<file path="src/rtl/escaner_teclado.sv">
`default_nettype none
// ============================================================================
// Module      : escaner_teclado
// Description : Matrix keypad scanner. Drives the columns one-hot in
//               rotation, samples the rows, debounces over whole scan frames,
//               rejects ghosting/multi-key presses and reports one key code
//               per accepted press with a single-cycle strobe.
// Revision    : 1.0 - initial release
// ============================================================================
module escaner_teclado #(
    parameter int N_FIL    = 4,
    parameter int N_COL    = 4,
    parameter int SCAN_DIV = 50000,
    parameter int DEBOUNCE = 4,
    parameter int MODO     = 0,
    localparam int KW      = (N_FIL * N_COL > 1) ? $clog2(N_FIL * N_COL) : 1
) (
    input  logic             clk,
    input  logic             rst,
    input  logic [N_FIL-1:0] fil,
    output logic [N_COL-1:0] col,
    output logic [KW-1:0]    tecla,
    output logic             valida,
    output logic             presionada
);

    localparam int c_DW = (SCAN_DIV > 1) ? $clog2(SCAN_DIV) : 1;
    localparam int c_CW = (N_COL > 1) ? $clog2(N_COL) : 1;
    localparam int c_RW = (N_FIL > 1) ? $clog2(N_FIL) : 1;
    localparam int c_BW = $clog2(DEBOUNCE + 1);

    localparam logic [N_COL-1:0] c_COL_FIRST = N_COL'(1) << (N_COL - 1);

    localparam logic [1:0] c_REPOSO   = 2'd0;
    localparam logic [1:0] c_CONFIRMA = 2'd1;
    localparam logic [1:0] c_PULSADA  = 2'd2;

    logic [c_DW-1:0]  r_div;
    logic [N_COL-1:0] r_col;
    logic [1:0]       r_hits;
    logic [c_CW-1:0]  r_hc;
    logic [c_RW-1:0]  r_hr;
    logic [1:0]       r_state;
    logic [KW-1:0]    r_cand;
    logic [c_BW-1:0]  r_cnt;
    logic [c_BW-1:0]  r_rel;
    logic [KW-1:0]    r_tecla;
    logic             r_valida;
    logic             r_pres;

    logic             w_tc;
    logic             w_fe;
    logic             w_onehot;
    logic [c_CW-1:0]  w_cidx;
    logic [c_RW-1:0]  w_row;
    logic [1:0]       w_base;
    logic [1:0]       w_hits;
    logic [c_CW-1:0]  w_kc;
    logic [c_RW-1:0]  w_kr;
    logic             w_key;
    logic [KW-1:0]    w_code;
    logic [1:0]       w_state_n;
    logic [KW-1:0]    w_cand_n;
    logic [c_BW-1:0]  w_cnt_n;
    logic [c_BW-1:0]  w_rel_n;
    logic [c_BW-1:0]  w_cnt_inc;
    logic [c_BW-1:0]  w_rel_inc;
    logic [KW-1:0]    w_tecla_n;
    logic             w_valida_n;
    logic             w_pres_n;

    assign w_tc     = (r_div == c_DW'(SCAN_DIV - 1));
    assign w_fe     = w_tc && (w_cidx == c_CW'(N_COL - 1));
    assign w_onehot = (fil != '0) && ((fil & (fil - N_FIL'(1))) == '0);
    assign w_key    = (w_hits == 2'd1);

    // Dwell counter and column rotation; column advances right after its sample.
    always_ff @(posedge clk) begin
        if (rst) begin
            r_div <= '0;
            r_col <= c_COL_FIRST;
        end else if (w_tc) begin
            r_div <= '0;
            r_col <= {r_col[0], r_col[N_COL-1:1]};
        end else begin
            r_div <= r_div + c_DW'(1);
        end
    end

    // Column index (0 = MSB) and row index of the single active row.
    always_comb begin
        w_cidx = '0;
        w_row  = '0;
        for (int i = 0; i < N_COL; i++)
            if (r_col[N_COL-1-i]) w_cidx = c_CW'(i);
        for (int i = 0; i < N_FIL; i++)
            if (fil[N_FIL-1-i]) w_row = c_RW'(i);
    end

    // Frame accumulation: hit count saturates at 2 (ghosting), first hit kept.
    always_comb begin
        w_base = (w_cidx == '0) ? 2'd0 : r_hits;
        w_hits = w_base;
        w_kc   = r_hc;
        w_kr   = r_hr;
        if (w_onehot) begin
            if (w_base == 2'd0) begin
                w_kc = w_cidx;
                w_kr = w_row;
            end
            if (w_base != 2'd2) w_hits = w_base + 2'd1;
        end
    end

    // Per-column sample registers, updated on each terminal count.
    always_ff @(posedge clk) begin
        if (rst) begin
            r_hits <= '0;
            r_hc   <= '0;
            r_hr   <= '0;
        end else if (w_tc) begin
            r_hits <= w_hits;
            r_hc   <= w_kc;
            r_hr   <= w_kr;
        end
    end

    generate
        if (MODO == 1) begin : g_map_tel
            // Legacy telephone map, indexed by {column, row}.
            always_comb begin
                w_code = '0;
                case ({w_kc, w_kr})
                    4'h0: w_code = 4'd15;
                    4'h1: w_code = 4'd1;
                    4'h2: w_code = 4'd4;
                    4'h3: w_code = 4'd7;
                    4'h4: w_code = 4'd0;
                    4'h5: w_code = 4'd2;
                    4'h6: w_code = 4'd5;
                    4'h7: w_code = 4'd8;
                    4'h8: w_code = 4'd14;
                    4'h9: w_code = 4'd3;
                    4'hA: w_code = 4'd6;
                    4'hB: w_code = 4'd9;
                    4'hC: w_code = 4'd13;
                    4'hD: w_code = 4'd10;
                    4'hE: w_code = 4'd11;
                    4'hF: w_code = 4'd12;
                    default: w_code = '0;
                endcase
            end
        end else begin : g_map_lin
            assign w_code = KW'(int'(w_kr) * N_COL + int'(w_kc));
        end
    endgenerate

    // Debounce FSM next-state, evaluated only at frame end.
    always_comb begin
        w_state_n  = r_state;
        w_cand_n   = r_cand;
        w_cnt_n    = r_cnt;
        w_rel_n    = r_rel;
        w_tecla_n  = r_tecla;
        w_valida_n = 1'b0;
        w_pres_n   = r_pres;
        w_cnt_inc  = (r_cnt == c_BW'(DEBOUNCE)) ? r_cnt : r_cnt + c_BW'(1);
        w_rel_inc  = (r_rel == c_BW'(DEBOUNCE)) ? r_rel : r_rel + c_BW'(1);
        if (w_fe) begin
            case (r_state)
                c_REPOSO: begin
                    if (w_key) begin
                        w_cand_n = w_code;
                        w_cnt_n  = c_BW'(1);
                        if (DEBOUNCE == 1) begin
                            w_tecla_n  = w_code;
                            w_valida_n = 1'b1;
                            w_pres_n   = 1'b1;
                            w_rel_n    = '0;
                            w_state_n  = c_PULSADA;
                        end else begin
                            w_state_n = c_CONFIRMA;
                        end
                    end
                end
                c_CONFIRMA: begin
                    if (w_key && (w_code == r_cand)) begin
                        w_cnt_n = w_cnt_inc;
                        if (w_cnt_inc == c_BW'(DEBOUNCE)) begin
                            w_tecla_n  = w_code;
                            w_valida_n = 1'b1;
                            w_pres_n   = 1'b1;
                            w_rel_n    = '0;
                            w_cnt_n    = '0;
                            w_state_n  = c_PULSADA;
                        end
                    end else if (w_key) begin
                        w_cand_n = w_code;
                        w_cnt_n  = c_BW'(1);
                    end else begin
                        w_cnt_n   = '0;
                        w_state_n = c_REPOSO;
                    end
                end
                c_PULSADA: begin
                    if (w_key) begin
                        w_rel_n = '0;
                    end else begin
                        w_rel_n = w_rel_inc;
                        if (w_rel_inc == c_BW'(DEBOUNCE)) begin
                            w_rel_n   = '0;
                            w_pres_n  = 1'b0;
                            w_state_n = c_REPOSO;
                        end
                    end
                end
                default: w_state_n = c_REPOSO;
            endcase
        end
    end

    // Debounce FSM state and output registers.
    always_ff @(posedge clk) begin
        if (rst) begin
            r_state  <= c_REPOSO;
            r_cand   <= '0;
            r_cnt    <= '0;
            r_rel    <= '0;
            r_tecla  <= '0;
            r_valida <= 1'b0;
            r_pres   <= 1'b0;
        end else begin
            r_state  <= w_state_n;
            r_cand   <= w_cand_n;
            r_cnt    <= w_cnt_n;
            r_rel    <= w_rel_n;
            r_tecla  <= w_tecla_n;
            r_valida <= w_valida_n;
            r_pres   <= w_pres_n;
        end
    end

    assign col        = r_col;
    assign tecla      = r_tecla;
    assign valida     = r_valida;
    assign presionada = r_pres;

endmodule
`default_nettype wire

</file>
<file path="config.mk">
export PLATFORM = sky130hd
export DESIGN_NAME = escaner_teclado
export DESIGN_NICKNAME = d
export VERILOG_FILES = /design/src/rtl/escaner_teclado.sv
export SDC_FILE = /design/constraint.sdc
export NUM_CORES = 1
export LEC_CHECK = 0
export CELL_PAD_IN_SITES_DETAIL_PLACEMENT = 1
export CELL_PAD_IN_SITES_GLOBAL_PLACEMENT = 2
export CORE_ASPECT_RATIO = 2
export CORE_MARGIN = 2
export CORE_UTILIZATION = 40
export CTS_BUF_LIST = sky130_fd_sc_hd__clkbuf_4
export CTS_CLUSTER_SIZE = 24
export DETAILED_ROUTE_END_ITERATION = 7
export PLACE_DENSITY = 0.95
export SLEW_MARGIN = 5
export SYNTH_ARGS = -nofsm -noshare
export SYNTH_HDL_FRONTEND = slang
export SYNTH_SLANG_ARGS = --single-unit
</file>
<file path="constraint.sdc">
create_clock -name clk -period 9.6 [get_ports clk]
set_clock_uncertainty 0.05 [all_clocks]
set_input_delay 1.92 -clock clk [delete_from_list [all_inputs] [get_ports clk]]
set_output_delay 1.92 -clock clk [all_outputs]
set_load 0.03 [all_outputs]
</file>
==> summary by stage <==
Global route
Global routing used 23.51% of the available met1 tracks. The via count of the first global-routing pass came to roughly 2.2k. The met2 capacity usage during global routing is roughly a third. The first global-routing pass estimated 10310 um of wire.

Entering global routing, the biggest net connects 26 pins. The layer flagged by global routing as most heavily used is met2. The initial antenna violation count is 0. Global routing consumed, on the met3 layer, around 3.4% of the routing resources. The total grt overflow is 0. The global-route total usage across every layer is 19.17%.

Logic synthesis
Synthesis handed over a netlist of between 200 and 300 instances. The synthesized design devotes to its leading area cell type between 30% and 40% of total area. The area of the mapped netlist is roughly 2400 um^2. The number of nets handed over by synthesis was 311. Dividing the synthesized area by the synthesized cell count gives ~8 um^2. After synthesis the netlist holds a flip-flop and latch count of 44. Summing the sequential cell areas from Yosys gives between 30% and 40% of the chip area. The number of flops mapped to enable cells by yosys is 0. The count of unique library cells instantiated by Yosys is 48. The count of yosys warnings during synthesis is 0. The predominant post-synthesis flop cell is sky130_fd_sc_hd__dfxtp_1. The cell type contributing the most total cell area after synthesis is sky130_fd_sc_hd__dfxtp_1. Ranked by total cell area, the synthesized netlist is headed by sky130_fd_sc_hd__dfxtp_1 (37%), sky130_fd_sc_hd__nand2_1 (6.7%), sky130_fd_sc_hd__nand3_1 (4.6%), sky130_fd_sc_hd__nor2_1 (4.4%), sky130_fd_sc_hd__a21oi_1 (3.9%). The share of synthesized flip-flops with an asynchronous set or reset is 0%.

Drt
After detailed routing, the total wire length is just under 6000 um. For this run, design rule violations remaining after detail routing come to 1. The detailed-route wire length per cell is between 15 and 20 um. The number of vias per cell after detailed routing is a little under 6. The DRC marker count from the first detailed-route iteration is 87. The number of nets still failing antenna checks after routing is 0.

Summing over every cut layer, the via total after detailed routing is approximately 2.2k. The first detailed-routing pass took 6 iterations.

Worst setup path
The critical path starts at fil[0]. The critical path goes through clkdlybuf4s50_1 > or3b_1 > a211oi_2 > nor3_1 > or4b_4 > nor4_4 > mux2_4. The worst setup path is captured at a flip-flop. STA puts the critical path data required time at about 10000 ps.

The end point of the critical path is tecla[3]. The worst reg2reg path startpoint is col[0]. Across all register-to-register paths, the minimum setup slack is slightly below 6000 ps. The slowest stage cell on the critical path is sky130_fd_sc_hd__or4b_4. The worst register-to-register path ends at tecla[3]. In this design, the stage delay of the slowest critical-path cell is 590 ps. The worst path arrival time is around 4700 ps. STA classifies the critical path startpoint as an input port. The number of cells on the worst reg-to-reg path is 9. Along the worst path, the maximum fanout reaches 7.

The critical path in this run is classified as input port to flip-flop.

Pwr
The power per cell area is 109.3 nW/um^2. For this design the total switching power over the nets is roughly 0.073 mW. The leakage dissipation is between 0.8 and 0.9 nW.

The share of total power dissipated in sequential elements is between 60% and 70%. The clock network power share is approximately 28%. The share of power burned in combinational logic is about 8%. The internal cell power is about 0.22 mW. The switching share of power is 25.01%. The maximum resistive drop on vdd is roughly 0.07 mV.

Clock tree
The count of buffers added by post-CTS timing repair for setup is 0. The number of resized instances in the post-cts repair step is 0. The number of buffers created by CTS is 5. The total clock sinks is 44.

The clock-pin slew of the registers on the worst-case setup and hold paths is approximately 110 ps. The clock tree from TritonCTS is built. The cell chosen for the clock root is sky130_fd_sc_hd__clkbuf_4.

The maximum clock path buffer count is 2. The clock latency on the worst-skew pair is between 300 and 400 ps. The H-tree was split into 2 levels. The post-cts hold buffer count is 0.

Cells and area
In the final layout, the share of cells above drive strength 1 is between 5 and 6%. The area growth from synthesis to layout is 10.29%. The diode insertion count for antenna repair is 0. The count of nets after finishing is 326.

STA
Setup repair after global routing left no endpoint under its margin. The total negative setup slack is 0 ps. The final number of max-transition violations is 0. Setup violations remaining at the end of the flow were counted as 0. The maximum achievable frequency is approximately 220 MHz.

The slack of the critical path is roughly 5100 ps. Headroom to the max-slew limit came out at between 40% and 50%. For the finished layout, the period the worst path requires is 4530 ps. The slew at the pin closest to its max-slew limit is 808.3 ps. Of the available clock period, the critical path in the final layout requires a little under half. The final hold violation count is 0.

Floorplanning
The I/O pin count is 16. The initialized floorplan defines 40 standard-cell rows. The die is ~59 um wide. The area of the die is between 6000 and 7000 um^2. The region available for standard cell placement spans 5906 um^2.

In this run the vertical extent of the chip is between 100 and 150 um. The initial utilization of the core area, before any placement, comes to approximately two fifths.

Outcome
The run finished, with violations left. The checks that failed: DRC.

Worst hold path
The worst hold path class is flip-flop to flip-flop.

Placement
The placed wire-length estimate is between 4000 and 5000 um. The worst setup slack after placement is about 4700 ps. The number of buffers added on ports is 15. The congestion estimate from routability-driven global placement came to 0.7732.

Job
The number of max-cap violations is 0.
cells in the final DEF (no fill, tap or decap), types with 2 or more instances in the layout:
| cell | instances |
|---|---|
| sky130_fd_sc_hd__a211oi_1 | 3 |
| sky130_fd_sc_hd__a21oi_1 | 19 |
| sky130_fd_sc_hd__a22oi_1 | 4 |
| sky130_fd_sc_hd__a31oi_1 | 3 |
| sky130_fd_sc_hd__and3_1 | 7 |
| sky130_fd_sc_hd__clkbuf_4 | 5 |
| sky130_fd_sc_hd__clkdlybuf4s50_1 | 15 |
| sky130_fd_sc_hd__clkinv_1 | 2 |
| sky130_fd_sc_hd__dfxtp_1 | 44 |
| sky130_fd_sc_hd__ha_1 | 7 |
| sky130_fd_sc_hd__inv_1 | 7 |
| sky130_fd_sc_hd__mux2i_1 | 3 |
| sky130_fd_sc_hd__nand2_1 | 43 |
| sky130_fd_sc_hd__nand2b_1 | 3 |
| sky130_fd_sc_hd__nand3_1 | 22 |
| sky130_fd_sc_hd__nand3b_1 | 3 |
| sky130_fd_sc_hd__nand4_1 | 4 |
| sky130_fd_sc_hd__nor2_1 | 28 |
| sky130_fd_sc_hd__nor2b_1 | 7 |
| sky130_fd_sc_hd__nor3_1 | 5 |
| sky130_fd_sc_hd__nor3b_1 | 4 |
| sky130_fd_sc_hd__nor4_1 | 2 |
| sky130_fd_sc_hd__nor4b_1 | 3 |
| sky130_fd_sc_hd__nor4bb_1 | 2 |
| sky130_fd_sc_hd__o211ai_1 | 3 |
| sky130_fd_sc_hd__o21a_1 | 2 |
| sky130_fd_sc_hd__o21ai_0 | 17 |
| sky130_fd_sc_hd__o221a_2 | 2 |
| sky130_fd_sc_hd__o31ai_1 | 3 |
| sky130_fd_sc_hd__or3_1 | 5 |
| sky130_fd_sc_hd__or4_1 | 2 |
| sky130_fd_sc_hd__or4bb_1 | 2 |
| sky130_fd_sc_hd__xnor2_1 | 6 |
| sky130_fd_sc_hd__xor2_1 | 10 |
logic make-up (layout without fill, tap and decap cells):
kind of cell	Yosys count	in the layout	share of synthesized area, %
compound gates	61	61	15.79
xor+xnor	16	16	5.818
fa+ha+maj	7	7	3.636
buf+inv	15	30	2.494
flops	44	44	36.57
mux	5	5	2.337
simple gates	150	150	33.35
state kept, by name (all words and copies together) (netlist names), 3 cells and up:
| signal | cells |
|---|---|
| r_cand | 4 |
| r_div | 16 |
| tecla | 4 |
| r_rel | 3 |
| r_cnt | 3 |
| col | 4 |
worst max-delay path: cells and delay by family:
kind                   cells  cell delay, ps
AO/OA/AOI/OAI              1             350
multiplexers               1             340
AND/OR/NAND/NOR            4            1590
buffers and inverters      1             520
Yosys cell counts (all sizes together) (3+ instances only):
cell,instances
o31ai,3
nor2b,7
nor4,3
nor3,5
or4b,3
nand2,43
inv,7
a31oi,3
nor3b,4
mux2i,3
o21ai,17
clkbuf,7
a21oi,19
nand3,22
ha,7
nor4b,3
nand4,4
a22oi,4
a211oi,4
xnor2,6
dfxtp,44
xor2,10
nand2b,3
nor2,28
nand3b,3
or3,6
and3,7
o211ai,3
how the worst min path moves through the flow:
stage	slack, ps	depth (start not counted)	to	start
2_1_floorplan	380	1	r_div[0]	r_div[0]
3_3_place_gp	390	1	r_div[0]	r_div[0]
3_5_place_dp	400	2	r_hc[1]	r_hc[1]
4_1_cts	420	2	r_hc[1]	r_hc[1]
5_1_grt	430	2	r_hc[1]	r_hc[1]
6_report	420	2	r_hc[1]	r_hc[1]
final cells by class:
class | instances | area [um^2]
multi-input cells | 239 | 1468
repair buffers | 16 | 157.7
clock buffers | 5 | 37.54
flip-flops and latches | 44 | 880.8
fillers | 734 | 3249
well taps | 63 | 78.83
inverters | 7 | 26.28
clock inverters | 2 | 7.507
layer usage:
metal / wire length (um) / share of wire [%]
met1: 2611 / 45
met2: 3030 / 52
met3: 136 / 2.3
met4: 79 / 1.3
met5: 0 / 0
stage by stage:
| step | util, % | total power [mW] | std cells | hold WS [ps] | area [um^2] |
|---|---|---|---|---|---|
| global route | 44.98 | 0.3039 | 376 | 434.7 | 2656 |
| detailed placement | 44.22 | 0.2129 | 369 | 400.6 | 2611 |
| CTS | 44.98 | 0.2954 | 376 | 417.7 | 2656 |
| global placement | 44.22 | 0.2118 | 369 | 389.9 | 2611 |
| finish | 44.98 | 0.2903 | 376 | 416.5 | 2656 |
| floorplan | - | 0.2048 | 298 | 379.7 | 2409 |
power by group through the flow:
stage                     combinational, mW  clock [mW]  sequential (mW)
after floorplan                      0.0163           0            0.189
after global placement               0.0232           0            0.189
after detailed placement             0.0240           0            0.189
after CTS                            0.0241      0.0866            0.185
after global routing                 0.0267      0.0922            0.185
final                                0.0238      0.0819            0.185
(Power assumes the default switching activity.)
